--- config.mk ---
export PLATFORM = sky130hd
export DESIGN_NAME = weight_burst_ctrl
export DESIGN_NICKNAME = d
export VERILOG_FILES = /design/src/rtl/weight_burst_ctrl.sv
export SDC_FILE = /design/constraint.sdc
export NUM_CORES = 1
export LEC_CHECK = 0
export ABC_AREA = 1
export CORE_MARGIN = 2
export CORE_UTILIZATION = 40
export DETAILED_ROUTE_END_ITERATION = 8
export GPL_TIMING_DRIVEN = 0
export PLACE_DENSITY_LB_ADDON = 0.05
export SYNTH_ARGS = -nofsm -noshare
export SYNTH_HDL_FRONTEND = slang
export SYNTH_SLANG_ARGS = --single-unit
--- constraint.sdc ---
create_clock -name Clock_i -period 4.8 [get_ports Clock_i]
set_clock_uncertainty 0.15 [all_clocks]
set_input_delay 0.96 -clock Clock_i [delete_from_list [all_inputs] [get_ports Clock_i]]
set_output_delay 0.96 -clock Clock_i [all_outputs]
set_load 0.03 [all_outputs]
--- src/rtl/weight_burst_ctrl.sv ---
// Host-command to N-wide weight-bank burst controller: reads stream out per lane, writes gather then commit.
// Optional WEIGHT_CKSUM_EN adds a 16-bit running sum of transferred weights on Checksum_o.
module weight_burst_ctrl #(
   parameter int N     = 10,
   parameter int DEPTH = 65,
   parameter int W     = 10,
   parameter int HOLD  = 4
) (
   input  logic                Clock_i,
   input  logic                Rst_i,
   input  logic                Start_i,
   input  logic                Mode_i,
   input  logic [6:0]          BaseAddr_i,
   input  logic [6:0]          Count_i,
   output logic                Busy_o,
   output logic                Done_o,
   output logic                Err_o,
   output logic                MemIn_o,
   output logic [6:0]          MemAddress_o,
   output logic                MemWE_o,
   output logic [N-1:0][W-1:0] MemD_o,
   input  logic [N-1:0][W-1:0] MemQ_i,
   output logic [W-1:0]        OutData_o,
   output logic                OutValid_o,
   input  logic                OutReady_i,
   input  logic [W-1:0]        InData_i,
   input  logic                InValid_i,
`ifdef WEIGHT_CKSUM_EN
   output logic [15:0]         Checksum_o,
`endif
   output logic                InReady_o
);

   localparam int KW = (N > 1) ? $clog2(N) : 1;
   localparam int HW = $clog2(HOLD + 1);

   typedef enum logic [2:0] {IDLE, RD_ACC, RD_DRAIN, WR_PRE, WR_FILL, WR_ACC, FIN} state_t;

   state_t              state_q, state_d;
   logic [6:0]          ptr_q, ptr_d, rem_q, rem_d;
   logic [KW-1:0]       k_q, k_d;
   logic [HW-1:0]       hold_q, hold_d;
   logic [N-1:0][W-1:0] buf_q, buf_d;
   logic                err_q, err_d;

   logic [6:0] lanes, rem_nx;
   logic [7:0] end_addr;
   logic       hold_end, lane_end, rd_beat, wr_beat, cmd_ok;

   assign lanes    = (rem_q < 7'(N)) ? rem_q : 7'(N);
   assign rem_nx   = rem_q - lanes;
   assign end_addr = {1'b0, BaseAddr_i} + {1'b0, Count_i};
   assign hold_end = (hold_q == HW'(HOLD - 1));
   assign lane_end = (7'(k_q) == lanes - 7'd1);
   assign rd_beat  = (state_q == RD_DRAIN) && OutReady_i;
   assign wr_beat  = (state_q == WR_FILL) && InValid_i;
   assign cmd_ok   = (Count_i != 7'd0) && (end_addr <= 8'(DEPTH));

   assign Err_o   = err_q;
   assign MemIn_o = 1'b0;

   always_ff @(posedge Clock_i) begin
      if (Rst_i) begin
         state_q <= IDLE;
         ptr_q   <= '0;
         rem_q   <= '0;
         k_q     <= '0;
         hold_q  <= '0;
         buf_q   <= '0;
         err_q   <= 1'b0;
      end else begin
         state_q <= state_d;
         ptr_q   <= ptr_d;
         rem_q   <= rem_d;
         k_q     <= k_d;
         hold_q  <= hold_d;
         buf_q   <= buf_d;
         err_q   <= err_d;
      end
   end

   always_comb begin
      state_d      = state_q;
      ptr_d        = ptr_q;
      rem_d        = rem_q;
      k_d          = k_q;
      hold_d       = hold_q;
      buf_d        = buf_q;
      err_d        = 1'b0;
      Busy_o       = (state_q != IDLE);
      Done_o       = (state_q == FIN);
      MemAddress_o = '0;
      MemWE_o      = 1'b0;
      MemD_o       = '0;
      OutData_o    = '0;
      OutValid_o   = 1'b0;
      InReady_o    = 1'b0;
      case (state_q)
         IDLE: begin
            if (Start_i) begin
               if (!cmd_ok) begin
                  err_d = 1'b1;
               end else begin
                  ptr_d  = BaseAddr_i;
                  rem_d  = Count_i;
                  k_d    = '0;
                  hold_d = '0;
                  // Partial first write burst needs a read first so untouched lanes survive.
                  if (!Mode_i)                state_d = RD_ACC;
                  else if (Count_i < 7'(N))   state_d = WR_PRE;
                  else                        state_d = WR_FILL;
               end
            end
         end
         RD_ACC, WR_PRE: begin
            MemAddress_o = ptr_q;
            hold_d       = hold_q + HW'(1);
            if (hold_end) begin
               hold_d  = '0;
               buf_d   = MemQ_i;
               k_d     = '0;
               state_d = (state_q == RD_ACC) ? RD_DRAIN : WR_FILL;
            end
         end
         RD_DRAIN: begin
            OutValid_o = 1'b1;
            OutData_o  = buf_q[k_q];
            if (rd_beat) begin
               if (lane_end) begin
                  k_d     = '0;
                  ptr_d   = ptr_q + lanes;
                  rem_d   = rem_nx;
                  state_d = (rem_nx != 7'd0) ? RD_ACC : FIN;
               end else begin
                  k_d = k_q + KW'(1);
               end
            end
         end
         WR_FILL: begin
            InReady_o = 1'b1;
            if (wr_beat) begin
               buf_d[k_q] = InData_i;
               if (lane_end) begin
                  k_d     = '0;
                  hold_d  = '0;
                  state_d = WR_ACC;
               end else begin
                  k_d = k_q + KW'(1);
               end
            end
         end
         WR_ACC: begin
            MemAddress_o = ptr_q;
            MemWE_o      = 1'b1;
            MemD_o       = buf_q;
            hold_d       = hold_q + HW'(1);
            if (hold_end) begin
               hold_d = '0;
               ptr_d  = ptr_q + lanes;
               rem_d  = rem_nx;
               if (rem_nx == 7'd0)      state_d = FIN;
               else if (rem_nx < 7'(N)) state_d = WR_PRE;
               else                     state_d = WR_FILL;
            end
         end
         FIN:     state_d = IDLE;
         default: state_d = IDLE;
      endcase
   end

`ifdef WEIGHT_CKSUM_EN
   logic [15:0] cks_q;

   always_ff @(posedge Clock_i) begin
      if (Rst_i)                                    cks_q <= '0;
      else if (state_q == IDLE && Start_i && cmd_ok) cks_q <= '0;
      else if (rd_beat)                             cks_q <= cks_q + 16'(buf_q[k_q]);
      else if (wr_beat)                             cks_q <= cks_q + 16'(InData_i);
   end

   assign Checksum_o = cks_q;
`endif

endmodule

Word level (Yosys, flattened, before mapping)
Index checks and enable logic that the tools add are counted.
W data, S select, Z words.
{"block": "word_totals", "regBits": 125, "out_inout_bits": 124, "inputBits": 130, "wordCells": 123}
{"block": "op_classes", "n_eq_ne": 16, "bitwise": 2, "n_lt_le_gt_ge": 6, "mux": 56, "n_addsub": 6, "n_reduce_logical": 21}
{"op": "$mux W100", "count": 3}
{"op": "$pmux W100 S2", "count": 1}
{"op": "$bwmux W100", "count": 1}
{"op": "$mux W7", "count": 12}
{"op": "$mux W3", "count": 19}
{"op": "$pmux W7 S3", "count": 2}
{"op": "$bmux W10 S4", "count": 1}
{"op": "$demux W10 S4", "count": 1}
{"op": "$mux W10", "count": 3}
{"op": "$mux W4", "count": 6}
{"op": "$lt A7 B4 Y1 const B", "count": 3}
{"op": "$ne A2 B2 Y1 const B", "count": 8}
{"op": "$pmux W4 S4", "count": 1}
{"op": "$pmux W3 S5", "count": 1}
{"op": "$reduce_bool A7 Y1", "count": 2}
{"op": "$reduce_and A6 Y1", "count": 2}
{"op": "$eq A3 B2 Y1 const B", "count": 3}
{"op": "$eq A3 B3 Y1 const B", "count": 3}
{"op": "$pmux W3 S3", "count": 1}
{"op": "$reduce_bool A3 Y1", "count": 3}
{"op": "$add A7 B7 Y8", "count": 1}
{"op": "$le A8 B7 Y1 const B", "count": 1}
{"op": "$reduce_and A8 Y1", "count": 1}
{"op": "$add A7 B7 Y7", "count": 1}
{"op": "other kinds (19)", "count": 27}

Longest topological paths before layout
{"block": "depth", "ltp_word": 8, "mapped_depth": 19, "depth_no_buf": 19}

Worst setup path after synthesis
No wires, ideal clock.
{"block": "synth_timing", "kind": "input -> register", "startpoint": "input port BaseAddr_i[0]", "endpoint": "register rem_q[6]", "setup_time_ns": 0.070, "cell_stages": 15, "path_slack_ns": 1.836, "n_path_buf": 1, "arrival_ns": 2.744, "t_required_ns": 4.580, "path_cell_list": "ha_1 inv_1 fa_1 nand3b_1 nand2_1 nand2_1 nand2_1 xor2_1 nand2_1 nand2_1 nand2_1 nand2_2 buf_2 nand2_1 a21oi_1"}
{"block": "synth_via", "elab_chain_cells": 5}
{"element": "start: declaration", "line_no": "13", "text": "input logic [6:0] BaseAddr_i,"}
{"element": "$add A7 B7 Y8", "line_no": "52", "text": "assign end_addr = {1'b0, BaseAddr_i} + {1'b0, Count_i};"}
{"element": "$le A8 B7 Y1", "line_no": "57", "text": "assign cmd_ok = (Count_i != 7'd0) && (end_addr <= 8'(DEPTH));"}
{"element": "$logic_and A1 B1 Y1", "line_no": "57"}
{"element": "$ne A2 B2 Y1 (no source line)"}
{"element": "$reduce_and A6 Y1 (no source line)"}
{"element": "end signal: assignment", "line_no": "74", "text": "rem_q <= rem_d;"}
{"element": "end: declaration", "line_no": "40", "text": "logic [6:0] ptr_q, ptr_d, rem_q, rem_d;"}
Every way passes these cells.
A chain may end at the register's enable or synchronous reset.

Worst setup path in the final report
{"block": "layout_timing", "startpoint": "register k_q[0]", "endpoint": "output port OutData_o[4]"}
{"block": "layout_via", "elab_chain_cells": 3}
{"element": "start: declaration", "line_no": "41", "text": "logic [KW-1:0] k_q, k_d;"}
{"element": "start signal: assignment", "line_no": "75", "text": "k_q <= k_d;"}
{"element": "$bmux W10 S4", "line_no": "127", "text": "OutData_o = buf_q[k_q];"}
{"element": "$mux W10 (not written as such)", "line_no": "127"}
{"element": "$mux W10", "line_no": "98", "text": "case (state_q)"}
{"element": "end: declaration", "line_no": "23", "text": "output logic [W-1:0] OutData_o,"}
Every way passes these cells. The select of a mux whose other input is x is not followed.

==> results.yml <==
status:
  status: "finished, final reports clean"
timing:
  fin_ws_ps: 145.9
  fin_setup_tns_ps: 0
  tightest_slew_ps: 917.9
  slew_violations: 0
  post-route-period-util: 0.9696
  layout_min_cycle_time_ps: 4654
  slew_headroom: 0.3866
  max_clock_freq_ghz: 0.2149
  grt_setup_unrepaired: "false"
  setup_viol: 0
  hold_viol_final: 0
yosys:
  synth_top_area_frac: 0.2649
  postSynthAreaPerCell_um2: 7.271
  ys_async_sr_fraction: 0
  synth_warnings: 0
  synthCells: 1299
  ys_ff_latch: 125
  yosys.area.top_type: "a211oi_2"
  synth_cell_type_count: 39
  synth_top_flop_cell: "dfxtp_1"
  seq_area_frac_synth: 0.2649
  synth.cell_area_um2: 9445
  yosys-top-cells-area: "a211oi_2 (26%), dfxtp_1 (26%), nor2_1 (11%)"
  synth_edf_count: 0
die:
  die_y_um: 157.7
  io_pins: 254
  start_util: 0.4048
  row_count: 56
  die_x_um: 157.7
  core_um2: 23330
  die_area_um2: 24860
placement:
  dp_cells: 1871
  place_congestion: 0.9111
  place_ws_ps: 748.9
  portBuffers: 251
  dpl.hpwl_um: 27220
setup_path:
  critPathMaxFanout: 11
  reg2reg_slack_ps: 1540
  r2r-start: "k_q[0]$_SDFFE_PP0P_"
  start_kind: "flip-flop"
  rr_worst_depth: 11
  cp.arrival_ps: 3540
  worst-setup-path-type: "flip-flop to primary output"
  worstPathRequired_ps: 3690
  worst_r2r_endpoint: "buf_q[89]$_SDFFE_PP0P_"
  crit_path_start: "k_q[0]$_SDFFE_PP0P_"
  crit_path_end_kind: "primary output"
  crit_path_end: "OutData_o[4]"
drt:
  wl_per_cell_um: 19.01
  first_pass_iters: 7
  wl_um: 36170
  via_count: 10100
  ant_nets: 0
  drc: 0
  drt-initial-drc-count: 628
  via_per_inst: 5.310
run:
  drv_cap: 0
clock_network:
  insertion_delay_ps: 420
  cts-resized-gates: 0
  cts_tree: "built"
  cts_max_level: 4
  tritoncts.num_buffers: 17
  cts_hold_buf: 0
  clockBufferDepth: 2
  post-cts-setup-buffers: 0
  root_buffer: "clkbuf_16"
  clkTransAtPathRegs_ps: 60
  numClockSinks: 125
global_route:
  grt_max_degree: 17
  use_met1: 0.3835
  grt_pass1_vias: 9625
  antenna_found_initial: 0
  track_usage: 0.2866
  grt_pass1_wl_um: 53930
  overflow: 0
  top_usage_layer: "met2"
  met3_usage: 0.05776
  gr-usage-met2: 0.4584
final_layout:
  fillers: 2270
  layout.nets: 1723
  final_common_cell: "nor2_1"
  instances_no_fill: 1903
  diodes: 0
  register_area_um2: 2502
  final_layout_size_suffix_gt1_frac: 0.1869
  fin_util: 0.5570
  final_cell_mix: "nor2_1 (271), clkdlybuf4s50_1 (251), a211oi_2 (200), inv_1 (178), nand2_1 (150)"
  areaGrowthSynthToFinish_pct: 37.59
  multi_input_area_um2: 5853
power:
  p_per_area_nw_per_um2: 584.7
  p_leak_nw: 4.567
  ir_worst_vdd_uv: 328.6
min_path:
  hp-start: "hold_q[2]$_SDFFE_PP0P_"
  holdCritPathClass: "flip-flop to flip-flop"
==> cells in the mapped netlist (7+ instances only) <==
cell / count
dfxtp_1: 125
a22o_1: 7
nand2_1: 150
ha_1: 20
a211oi_2: 200
clkinv_1: 10
a21oi_1: 78
o21ai_2: 10
nand3_1: 29
o21ai_0: 85
buf_2: 32
inv_1: 178
nor2_1: 271
clkbuf_1: 45
==> per-layer routing <==
metal | vias to the layer above | wire length [um]
li1 | 4880 | -
met1 | 4729 | 16260
met2 | 427 | 16320
met3 | 68 | 2417
met4 | 0 | 1175
met5 | - | 0
==> how the worst min path moves through the flow <==
| stage | to | slack, ps | cells after the start |
|---|---|---|---|
| 6_report | hold_q[2]$_SDFFE_PP0P_ | 310 | 2 |
| 5_1_grt | hold_q[2]$_SDFFE_PP0P_ | 330 | 2 |
| 4_1_cts | hold_q[2]$_SDFFE_PP0P_ | 310 | 2 |
| 3_5_place_dp | hold_q[2]$_SDFFE_PP0P_ | 300 | 2 |
| 3_3_place_gp | hold_q[2]$_SDFFE_PP0P_ | 290 | 2 |
| 2_1_floorplan | hold_q[2]$_SDFFE_PP0P_ | 280 | 2 |
==> sequential cells by signal (all words and copies together), names as in the netlist <==
signal / count
state_q: 3
hold_q: 3
buf_q: 100
k_q: 4
Err_o: 1
rem_q: 7
ptr_q: 7
==> metrics by stage <==
step,hold WS [ps],instance area (um^2),total power [mW]
floorplan,282.8,9453,4.867
global route,330.8,13000,8.058
CTS,312.7,13000,7.525
finish,311.6,13000,7.599
detailed placement,301.9,12360,6.102
global placement,292.8,12360,6.060
==> logic make-up after synthesis <==
logic type | synth area share
compound gates | 0.3771
xor+xnor | 0.008346
flops | 0.2649
fa+ha+maj | 0.03073
simple gates | 0.2019
buf+inv | 0.1162
other cells | 0.0007951
==> power by group <==
group | total, mW | internal, mW | switching (mW)
logic | 4.50 | 1.46 | 3.03
registers | 1.67 | 1.46 | 0.213
clock network | 1.43 | 0.884 | 0.543
==> critical path: stages (launching register included) <==
cell             delay [ps]
dfxtp_1                 320
clkbuf_1                220
inv_1                   210
clkbuf_1                430
clkbuf_1                460
o21ai_0                 200
a21oi_1                 320
o21ai_0                 150
inv_1                   120
clkdlybuf4s50_1         670
==> area by class of cell <==
| type | count | share of cell area |
|---|---|---|
| Multi-Input combinational cell | 899 | 0.4504 |
| Timing Repair Buffer | 251 | 0.1933 |
| Sequential cell | 125 | 0.1925 |
| Inverter | 195 | 0.05651 |
| Clock buffer | 18 | 0.03379 |
| Tap cell | 319 | 0.03071 |
| Buffer | 82 | 0.02792 |
| Clock inverter | 14 | 0.01483 |
(Power assumes the default switching activity.)
